`src/rtl/npc_seq_ctrl_if.sv`:
```
// npc_seq_ctrl_if: fetch/LSU handshakes, decode flags and
// sequencer strobes between the controller and the core datapath.
interface npc_seq_ctrl_if #(
    parameter int CNT_W = 32
);
    logic             ifu_req_valid;
    logic             ifu_req_ready;
    logic             ifu_resp_valid;
    logic             ifu_resp_ready;
    logic             inst_latch_en;
    logic             dec_read_mem;
    logic             dec_write_mem;
    logic             dec_rd_en;
    logic             dec_ebreak;
    logic             lsu_req_valid;
    logic             lsu_req_we;
    logic             lsu_req_ready;
    logic             lsu_resp_valid;
    logic             lsu_resp_ready;
    logic             rf_we;
    logic             pc_we;
    logic             halt;
    logic             bus_err;
    logic [CNT_W-1:0] inst_cnt;

    modport master (
        output ifu_req_valid,
        input  ifu_req_ready,
        input  ifu_resp_valid,
        output ifu_resp_ready,
        output inst_latch_en,
        input  dec_read_mem,
        input  dec_write_mem,
        input  dec_rd_en,
        input  dec_ebreak,
        output lsu_req_valid,
        output lsu_req_we,
        input  lsu_req_ready,
        input  lsu_resp_valid,
        output lsu_resp_ready,
        output rf_we,
        output pc_we,
        output halt,
        output bus_err,
        output inst_cnt
    );

    modport slave (
        input  ifu_req_valid,
        output ifu_req_ready,
        output ifu_resp_valid,
        input  ifu_resp_ready,
        input  inst_latch_en,
        output dec_read_mem,
        output dec_write_mem,
        output dec_rd_en,
        output dec_ebreak,
        input  lsu_req_valid,
        input  lsu_req_we,
        output lsu_req_ready,
        output lsu_resp_valid,
        input  lsu_resp_ready,
        input  rf_we,
        input  pc_we,
        input  halt,
        input  bus_err,
        input  inst_cnt
    );
endinterface

```
`src/rtl/npc_seq_ctrl.sv`:
```
// npc_seq_ctrl: multi-cycle FETCH/EXEC/MEM/WB sequencer for npc.
// Optional bus-wait timeout enabled by defining NPC_BUS_TIMEOUT_EN.
module npc_seq_ctrl #(
    parameter int CNT_W          = 32,
    parameter int TIMEOUT_CYCLES = 1024
) (
    input logic           clk,
    input logic           rst,
    npc_seq_ctrl_if.master bus
);
    typedef enum logic [2:0] {
        FETCH, IWAIT, EXEC, MREQ, MWAIT, WB, HALT
    } state_t;

    state_t           state, nxt;
    logic [CNT_W-1:0] cnt_q;
    logic             ifu_req_q, ifu_rsp_q;
    logic             lsu_req_q, lsu_rsp_q;
    logic             pc_we_q, halt_q;
    logic             bus_err_q;
    logic             tmo_hit;

`ifdef NPC_BUS_TIMEOUT_EN
    localparam int TMO_W = $clog2(TIMEOUT_CYCLES + 1);
    localparam logic [TMO_W-1:0] TMO_LAST =
        TMO_W'(TIMEOUT_CYCLES - 1);
    logic [TMO_W-1:0] tmo_q;
    logic             wait_st;
`else
    logic unused_tmo;
    assign unused_tmo = |TIMEOUT_CYCLES;
`endif

    always_comb begin
        nxt     = state;
        tmo_hit = 1'b0;
        unique case (state)
            FETCH: if (bus.ifu_req_ready) nxt = IWAIT;
            IWAIT: if (bus.ifu_resp_valid) nxt = EXEC;
            EXEC: begin
                if (bus.dec_ebreak)
                    nxt = HALT;
                else if (bus.dec_read_mem || bus.dec_write_mem)
                    nxt = MREQ;
                else
                    nxt = WB;
            end
            MREQ:  if (bus.lsu_req_ready) nxt = MWAIT;
            MWAIT: if (bus.lsu_resp_valid) nxt = WB;
            WB:    nxt = FETCH;
            HALT:  nxt = HALT;
            default: nxt = FETCH;
        endcase
`ifdef NPC_BUS_TIMEOUT_EN
        // handshake is resolved first, so it wins over the limit
        wait_st = (state == FETCH) || (state == IWAIT) ||
                  (state == MREQ)  || (state == MWAIT);
        if (wait_st && nxt == state && tmo_q == TMO_LAST) begin
            nxt     = HALT;
            tmo_hit = 1'b1;
        end
`endif
    end

    always_ff @(posedge clk or posedge rst) begin
        if (rst) begin
            state     <= FETCH;
            cnt_q     <= '0;
            ifu_req_q <= 1'b1;
            ifu_rsp_q <= 1'b0;
            lsu_req_q <= 1'b0;
            lsu_rsp_q <= 1'b0;
            pc_we_q   <= 1'b0;
            halt_q    <= 1'b0;
            bus_err_q <= 1'b0;
`ifdef NPC_BUS_TIMEOUT_EN
            tmo_q     <= '0;
`endif
        end else begin
            state     <= nxt;
            ifu_req_q <= (nxt == FETCH);
            ifu_rsp_q <= (nxt == IWAIT);
            lsu_req_q <= (nxt == MREQ);
            lsu_rsp_q <= (nxt == MWAIT);
            pc_we_q   <= (nxt == WB);
            halt_q    <= (nxt == HALT);
            if (state == WB)
                cnt_q <= cnt_q + CNT_W'(1);
            if (tmo_hit)
                bus_err_q <= 1'b1;
`ifdef NPC_BUS_TIMEOUT_EN
            if (nxt != state)
                tmo_q <= '0;
            else if (wait_st)
                tmo_q <= tmo_q + TMO_W'(1);
`endif
        end
    end

    assign bus.ifu_req_valid  = ifu_req_q;
    assign bus.ifu_resp_ready = ifu_rsp_q;
    assign bus.inst_latch_en  = ifu_rsp_q & bus.ifu_resp_valid;
    assign bus.lsu_req_valid  = lsu_req_q;
    assign bus.lsu_req_we     = lsu_req_q & bus.dec_write_mem;
    assign bus.lsu_resp_ready = lsu_rsp_q;
    assign bus.pc_we          = pc_we_q;
    assign bus.rf_we          = pc_we_q & bus.dec_rd_en &
                                ~bus.dec_write_mem;
    assign bus.halt           = halt_q;
    assign bus.inst_cnt       = cnt_q;
`ifdef NPC_BUS_TIMEOUT_EN
    assign bus.bus_err        = bus_err_q;
`else
    assign bus.bus_err        = 1'b0;
    logic unused_err;
    assign unused_err = bus_err_q | tmo_hit;
`endif
endmodule
```
`src/flat_wrapper.sv`:
```
// flat-port wrapper written by rule: the top's interface ports become plain ports
module npc_seq_ctrl_flat 
#(
    parameter int CNT_W          = 32,
    parameter int TIMEOUT_CYCLES = 1024
)
  (clk, rst, bus_ifu_req_valid, bus_ifu_req_ready, bus_ifu_resp_valid, bus_ifu_resp_ready, bus_inst_latch_en, bus_dec_read_mem, bus_dec_write_mem, bus_dec_rd_en, bus_dec_ebreak, bus_lsu_req_valid, bus_lsu_req_we, bus_lsu_req_ready, bus_lsu_resp_valid, bus_lsu_resp_ready, bus_rf_we, bus_pc_we, bus_halt, bus_bus_err, bus_inst_cnt);
  npc_seq_ctrl_if #(.CNT_W(CNT_W)) bus_i ();
  input logic clk;
  input logic rst;
  output wire logic [$bits(bus_i.ifu_req_valid)-1:0] bus_ifu_req_valid;
  input wire logic [$bits(bus_i.ifu_req_ready)-1:0] bus_ifu_req_ready;
  input wire logic [$bits(bus_i.ifu_resp_valid)-1:0] bus_ifu_resp_valid;
  output wire logic [$bits(bus_i.ifu_resp_ready)-1:0] bus_ifu_resp_ready;
  output wire logic [$bits(bus_i.inst_latch_en)-1:0] bus_inst_latch_en;
  input wire logic [$bits(bus_i.dec_read_mem)-1:0] bus_dec_read_mem;
  input wire logic [$bits(bus_i.dec_write_mem)-1:0] bus_dec_write_mem;
  input wire logic [$bits(bus_i.dec_rd_en)-1:0] bus_dec_rd_en;
  input wire logic [$bits(bus_i.dec_ebreak)-1:0] bus_dec_ebreak;
  output wire logic [$bits(bus_i.lsu_req_valid)-1:0] bus_lsu_req_valid;
  output wire logic [$bits(bus_i.lsu_req_we)-1:0] bus_lsu_req_we;
  input wire logic [$bits(bus_i.lsu_req_ready)-1:0] bus_lsu_req_ready;
  input wire logic [$bits(bus_i.lsu_resp_valid)-1:0] bus_lsu_resp_valid;
  output wire logic [$bits(bus_i.lsu_resp_ready)-1:0] bus_lsu_resp_ready;
  output wire logic [$bits(bus_i.rf_we)-1:0] bus_rf_we;
  output wire logic [$bits(bus_i.pc_we)-1:0] bus_pc_we;
  output wire logic [$bits(bus_i.halt)-1:0] bus_halt;
  output wire logic [$bits(bus_i.bus_err)-1:0] bus_bus_err;
  output wire logic [$bits(bus_i.inst_cnt)-1:0] bus_inst_cnt;
  assign bus_ifu_req_valid = bus_i.ifu_req_valid;
  assign bus_i.ifu_req_ready = bus_ifu_req_ready;
  assign bus_i.ifu_resp_valid = bus_ifu_resp_valid;
  assign bus_ifu_resp_ready = bus_i.ifu_resp_ready;
  assign bus_inst_latch_en = bus_i.inst_latch_en;
  assign bus_i.dec_read_mem = bus_dec_read_mem;
  assign bus_i.dec_write_mem = bus_dec_write_mem;
  assign bus_i.dec_rd_en = bus_dec_rd_en;
  assign bus_i.dec_ebreak = bus_dec_ebreak;
  assign bus_lsu_req_valid = bus_i.lsu_req_valid;
  assign bus_lsu_req_we = bus_i.lsu_req_we;
  assign bus_i.lsu_req_ready = bus_lsu_req_ready;
  assign bus_i.lsu_resp_valid = bus_lsu_resp_valid;
  assign bus_lsu_resp_ready = bus_i.lsu_resp_ready;
  assign bus_rf_we = bus_i.rf_we;
  assign bus_pc_we = bus_i.pc_we;
  assign bus_halt = bus_i.halt;
  assign bus_bus_err = bus_i.bus_err;
  assign bus_inst_cnt = bus_i.inst_cnt;
  npc_seq_ctrl #(.CNT_W(CNT_W), .TIMEOUT_CYCLES(TIMEOUT_CYCLES)) u_core (.clk(clk), .rst(rst), .bus(bus_i));
endmodule
```
`config.mk`:
```
export PLATFORM = sky130hd
export DESIGN_NAME = npc_seq_ctrl_flat
export DESIGN_NICKNAME = d
export VERILOG_FILES = /design/src/rtl/npc_seq_ctrl_if.sv /design/src/rtl/npc_seq_ctrl.sv /design/src/flat_wrapper.sv
export SDC_FILE = /design/constraint.sdc
export NUM_CORES = 1
export LEC_CHECK = 0
export ABC_AREA = 1
export CAP_MARGIN = 20
export CORE_UTILIZATION = 65
export CTS_BUF_LIST = sky130_fd_sc_hd__clkbuf_16
export DETAILED_ROUTE_END_ITERATION = 6
export DONT_BUFFER_PORTS = 1
export PLACE_DENSITY_LB_ADDON = 0.15
export SLEW_MARGIN = 20
export SYNTH_ARGS = -nofsm -noshare
export SYNTH_HDL_FRONTEND = slang
export SYNTH_SLANG_ARGS = --single-unit
```
`constraint.sdc`:
```
create_clock -name clk -period 2.6 [get_ports clk]
set_clock_uncertainty 0.2 [all_clocks]
set_input_delay 0.26 -clock clk [delete_from_list [all_inputs] [get_ports clk]]
set_output_delay 0.26 -clock clk [all_outputs]
set_load 0.005 [all_outputs]
```
After elaboration in Yosys (flattened, before gate mapping) --
Index checks and enable logic that the tools add are counted.
Cells by class: add/subtract/negate cells 1, equality and inequality tests 11, muxes and demuxes 7, bitwise logic cells 5, reductions and logical operators 3
Operator list (number):
- 32-bit by 1-bit adder with 32-bit output, second input constant | 1
- 3-bit equality test, second input constant | 6
- 3-bit two-way mux | 6
- 3-bit case mux with 6 select lines | 1
- 3-bit by 2-bit equality test with 1-bit output, second input constant | 3
- 3-bit by 1-bit equality test with 1-bit output, second input constant | 2
- 3-bit logical NOT | 2
- 1-bit bitwise AND | 4
- 1-bit logical OR | 1
- 1-bit inverter | 1
Word-level totals: register bits after elaboration 41, input bits 10, output and inout bits 42, logic and storage cells 35

Longest topological paths before layout --
depth in word-level cells 5, gate-level depth with buffers 9, mapped depth without buffers 9

Least setup slack after synthesis --
Ideal clock, no wire load.
kind reg2reg, start reg u_core.cnt_q[0], in the netlist u_core.bus.inst_cnt[0], end reg u_core.cnt_q[30], in the netlist u_core.bus.inst_cnt[30], library setup time 0.117 ns, arrival 1.275 ns, required time 2.283 ns, setup slack 1.008 ns, cell stages (with the launch flop) 9, buffers on the path 0, period minus slack after synthesis 1.592 ns, cell sequence dfrtp_1 ha_1 inv_1 nor2_1 nand3_1 nor2_1 nand2_1 nand2_1 nand2_1
On the way: word-level cells in the longest chain between the ends 1
RTL lines:
- start: declaration | RTL line npc_seq_ctrl.sv:16 | logic [CNT_W-1:0] cnt_q;
- start signal: assignment | RTL line npc_seq_ctrl.sv:88 | cnt_q <= cnt_q + CNT_W'(1);
- 32-bit by 1-bit adder with 32-bit output | RTL line npc_seq_ctrl.sv:88
Every way passes these cells. A chain may end at the register's enable or synchronous reset.

Worst setup path after layout --
start reg u_core.cnt_q[1], in the netlist u_core.bus.inst_cnt[1], end reg u_core.cnt_q[22], in the netlist u_core.bus.inst_cnt[22]
The elaborated chain is that of the path after synthesis.

==> out/summary.txt <==
Die area -> 3670 um2
H-tree depth -> 2
Syn Inst Count -> 291
Fin crit period -> 1830 ps
Clk_lat worst skew -> 280 ps
Drt initial violations -> 95
First-pass GRT wire length -> 7520 um
Worst Path Class, Setup -> flip-flop to flip-flop
Outcome -> completed
Crit start category -> flip-flop
Clock Tree Buf Depth -> 2
Multi-input logic area -> 1030 um2
Max-cap violations -> 0
Syn_nets -> 302
Peak supply drop -> 572 uV
Cell Area, Placed -> 2290 um2
Core ar. -> 3150 um2
Syn_area_per_cell -> 7.66 um2
Worst hold path class -> input port to flip-flop
Maximum number of pins on one net before global-route repair -> 26
Post-CTS Resized -> 0
Clock transition at path regs -> 60 ps
Cell Area, Synth -> 2230 um2
Die W -> 60.6 um
Row count -> 20
Routed wire per std cell -> 13.3 um
RSZ-0062 raised after global routing -> no
Peak Freq -> 0.545 GHz
DIE HEIGHT -> 60.6 um
Final setup violating endpoints -> 0
Final hold violation count -> 0
Initial antenna violation count -> 0
Avg Vias per Cell -> 5.26
WP data arrival -> 1800 ps
Clock Sinks -> 41
Grt met3 use -> 0.111
M2 GR Usage -> 0.432
Reg area -> 1030 um2
CTS tree -> done
# DRC -> 0
Slew Viols, Final -> 0
Max-slew headroom -> 0.566
PwrDens -> 750 nW/um2
Port Buffer Count -> 0
Routed vias -> 1815
Required time of the critical path -> 2570 ps
Top Usage Layer GRT -> met2
Total Nets Final -> 311
YS warnings -> 0
Sequential fraction of the synthesis area -> 0.461
Post-DP HPWL -> 3270 um
Synthesis-to-layout area growth -> 11.5%
GP Congestion -> 0.879
Inserted Clock Buffers -> 5
Final Cell Area -> 2480 um2
Gr ovfl total -> 0
Share of cells above drive strength 1 -> 0.0698
Gr usage total -> 0.289
Clk root buf -> clkbuf_16
Antenna Nets Post-Route -> 0
Global Route met1 Usage -> 0.369
Initial core utilization -> 0.707
CP endpoint kind -> flip-flop
Vias in the first global route -> 1661
P_leak -> 1.26 nW
Worst-path fanout max -> 5
Final TNS setup -> 0 ps
WHS -> 72.3 ps
Final WL -> 4580 um
Ports -> 52
Fin crit share -> 0.705
Synth cell types -> 28
DRT Pass-1 Iters -> 4
Register bit total from synthesis -> 41
Ant. Diodes -> 0
Actual slew at the worst max-slew pin -> 650 ps
Fill cells -> 232
repair_timing:
action | in CTS | in global routing
hold buffers | 3 | 0
setup buffers | 0 | 0
endpoints found under the hold margin | 16 | 0
routing by layer:
metal	share of wire	routed length, um	up-vias
met2	0.45	2080	64
met4	0.028	128	0
met3	0.070	322	12
met5	0	0	-
met1	0.45	2050	821
li1	-	-	918
critical path: stages, from the launching register on:
cell and delay [ps]:
dfrtp_1 430, ha_1 210, inv_1 50, nor2_1 230, nand3_1 170, nor2_2 220
nand2_1 90, nand2_1 60, nand2_1 60
synthesized netlist by cell type:
cell	instances	share of area
nand3b_2	1	0.0051
nand2_4	1	0.0051
xor2_1	9	0.035
nand4_1	7	0.020
nor2_1	40	0.067
nor2_8	1	0.0090
xnor2_1	9	0.035
nor3_2	1	0.0045
ha_1	1	0.0056
o41ai_1	1	0.0039
conb_1	1	0.0017
nand3_1	14	0.031
buf_4	1	0.0034
nand3b_1	6	0.020
o211ai_1	1	0.0034
dfstp_2	1	0.012
nor3_1	4	0.0090
nor2_2	3	0.0084
o21ai_0	2	0.0045
nand2_1	93	0.16
nand2_2	3	0.0084
dfrtp_1	40	0.45
inv_1	41	0.069
buf_2	1	0.0022
a21oi_1	2	0.0045
nor2_4	3	0.015
o21ai_1	2	0.0045
and2_1	2	0.0056
placed cells by master, fill, tap and decap left out, drive strengths merged, types with 2 or more instances in the layout:
cell	netlist	final
nand2	97	97
nor2	47	47
inv	41	42
dfrtp	40	40
nand3	14	14
xnor2	9	9
xor2	9	9
nand4	7	7
nand3b	7	7
clkbuf	0	5
nor3	5	5
o21ai	4	4
dlygate4sd3	0	3
and2	2	2
a21oi	2	2
sequential cells by signal, indices dropped and copies added, names as in the netlist:
name / count
u_core.bus.halt: 1
u_core.bus.ifu_req_valid: 1
u_core.bus.ifu_resp_ready: 1
u_core.bus.inst_cnt: 32
u_core.bus.lsu_req_valid: 1
u_core.bus.lsu_resp_ready: 1
u_core.bus.pc_we: 1
u_core.state: 3
area by class of cell:
class / instances / share of cell area
multi-input combinational: 207 / 0.417
timing repair buffer: 4 / 0.0202
clock buffer: 5 / 0.0504
tap: 44 / 0.0222
sequential: 41 / 0.414
inverter: 41 / 0.0620
clock inverter: 3 / 0.0151
final timing paths:
path | start | to | slack, ps | cells after the start
worst max-delay path | u_core.bus.inst_cnt[1]$_DFFE_PP0N_ | u_core.bus.inst_cnt[22]$_DFFE_PP0N_ | 770 | 8
worst max register to register | u_core.bus.inst_cnt[1]$_DFFE_PP0N_ | u_core.bus.inst_cnt[22]$_DFFE_PP0N_ | 770 | 8
worst min-delay path | bus_ifu_resp_valid | u_core.bus.ifu_req_valid$_DFF_PP1_ | 70 | 4
max in group asynchronous | rst | u_core.bus.inst_cnt[12]$_DFFE_PP0N_ | 1340 | 3
worst min register to register | u_core.bus.inst_cnt[31]$_DFFE_PP0N_ | u_core.bus.inst_cnt[31]$_DFFE_PP0N_ | 330 | 2
min in group asynchronous | rst | u_core.bus.ifu_resp_ready$_DFF_PP0_ | 310 | 2
logic make-up after synthesis:
family                     Yosys count  share of synthesized area
other                                1                    0.00168
DFF                                 41                      0.461
adders and majority gates            1                    0.00561
xor gates and xnor gates            18                     0.0708
AOI/OAI and AO/OA                    8                     0.0208
and+or+nand+nor                    179                      0.366
buffers and inverters               43                     0.0747
per-stage QoR:
step | setup slack (ps) | power, mW | instances | utilization
finish | 766 | 1.86 | 345 | 0.788
detailed placement | 833 | 1.16 | 334 | 0.727
global route | 594 | 1.97 | 345 | 0.788
global placement | 868 | 1.16 | 334 | 0.727
CTS | 774 | 1.86 | 345 | 0.788
floorplan | 1010 | 1.10 | 291 | -
power by group:
part	internal, mW	leakage [nW]	switching (mW)	total [mW]
logic	0.119	0.623	0.217	0.336
clock network	0.445	0.0826	0.228	0.673
registers	0.736	0.557	0.116	0.852
(Power assumes the default switching activity.)
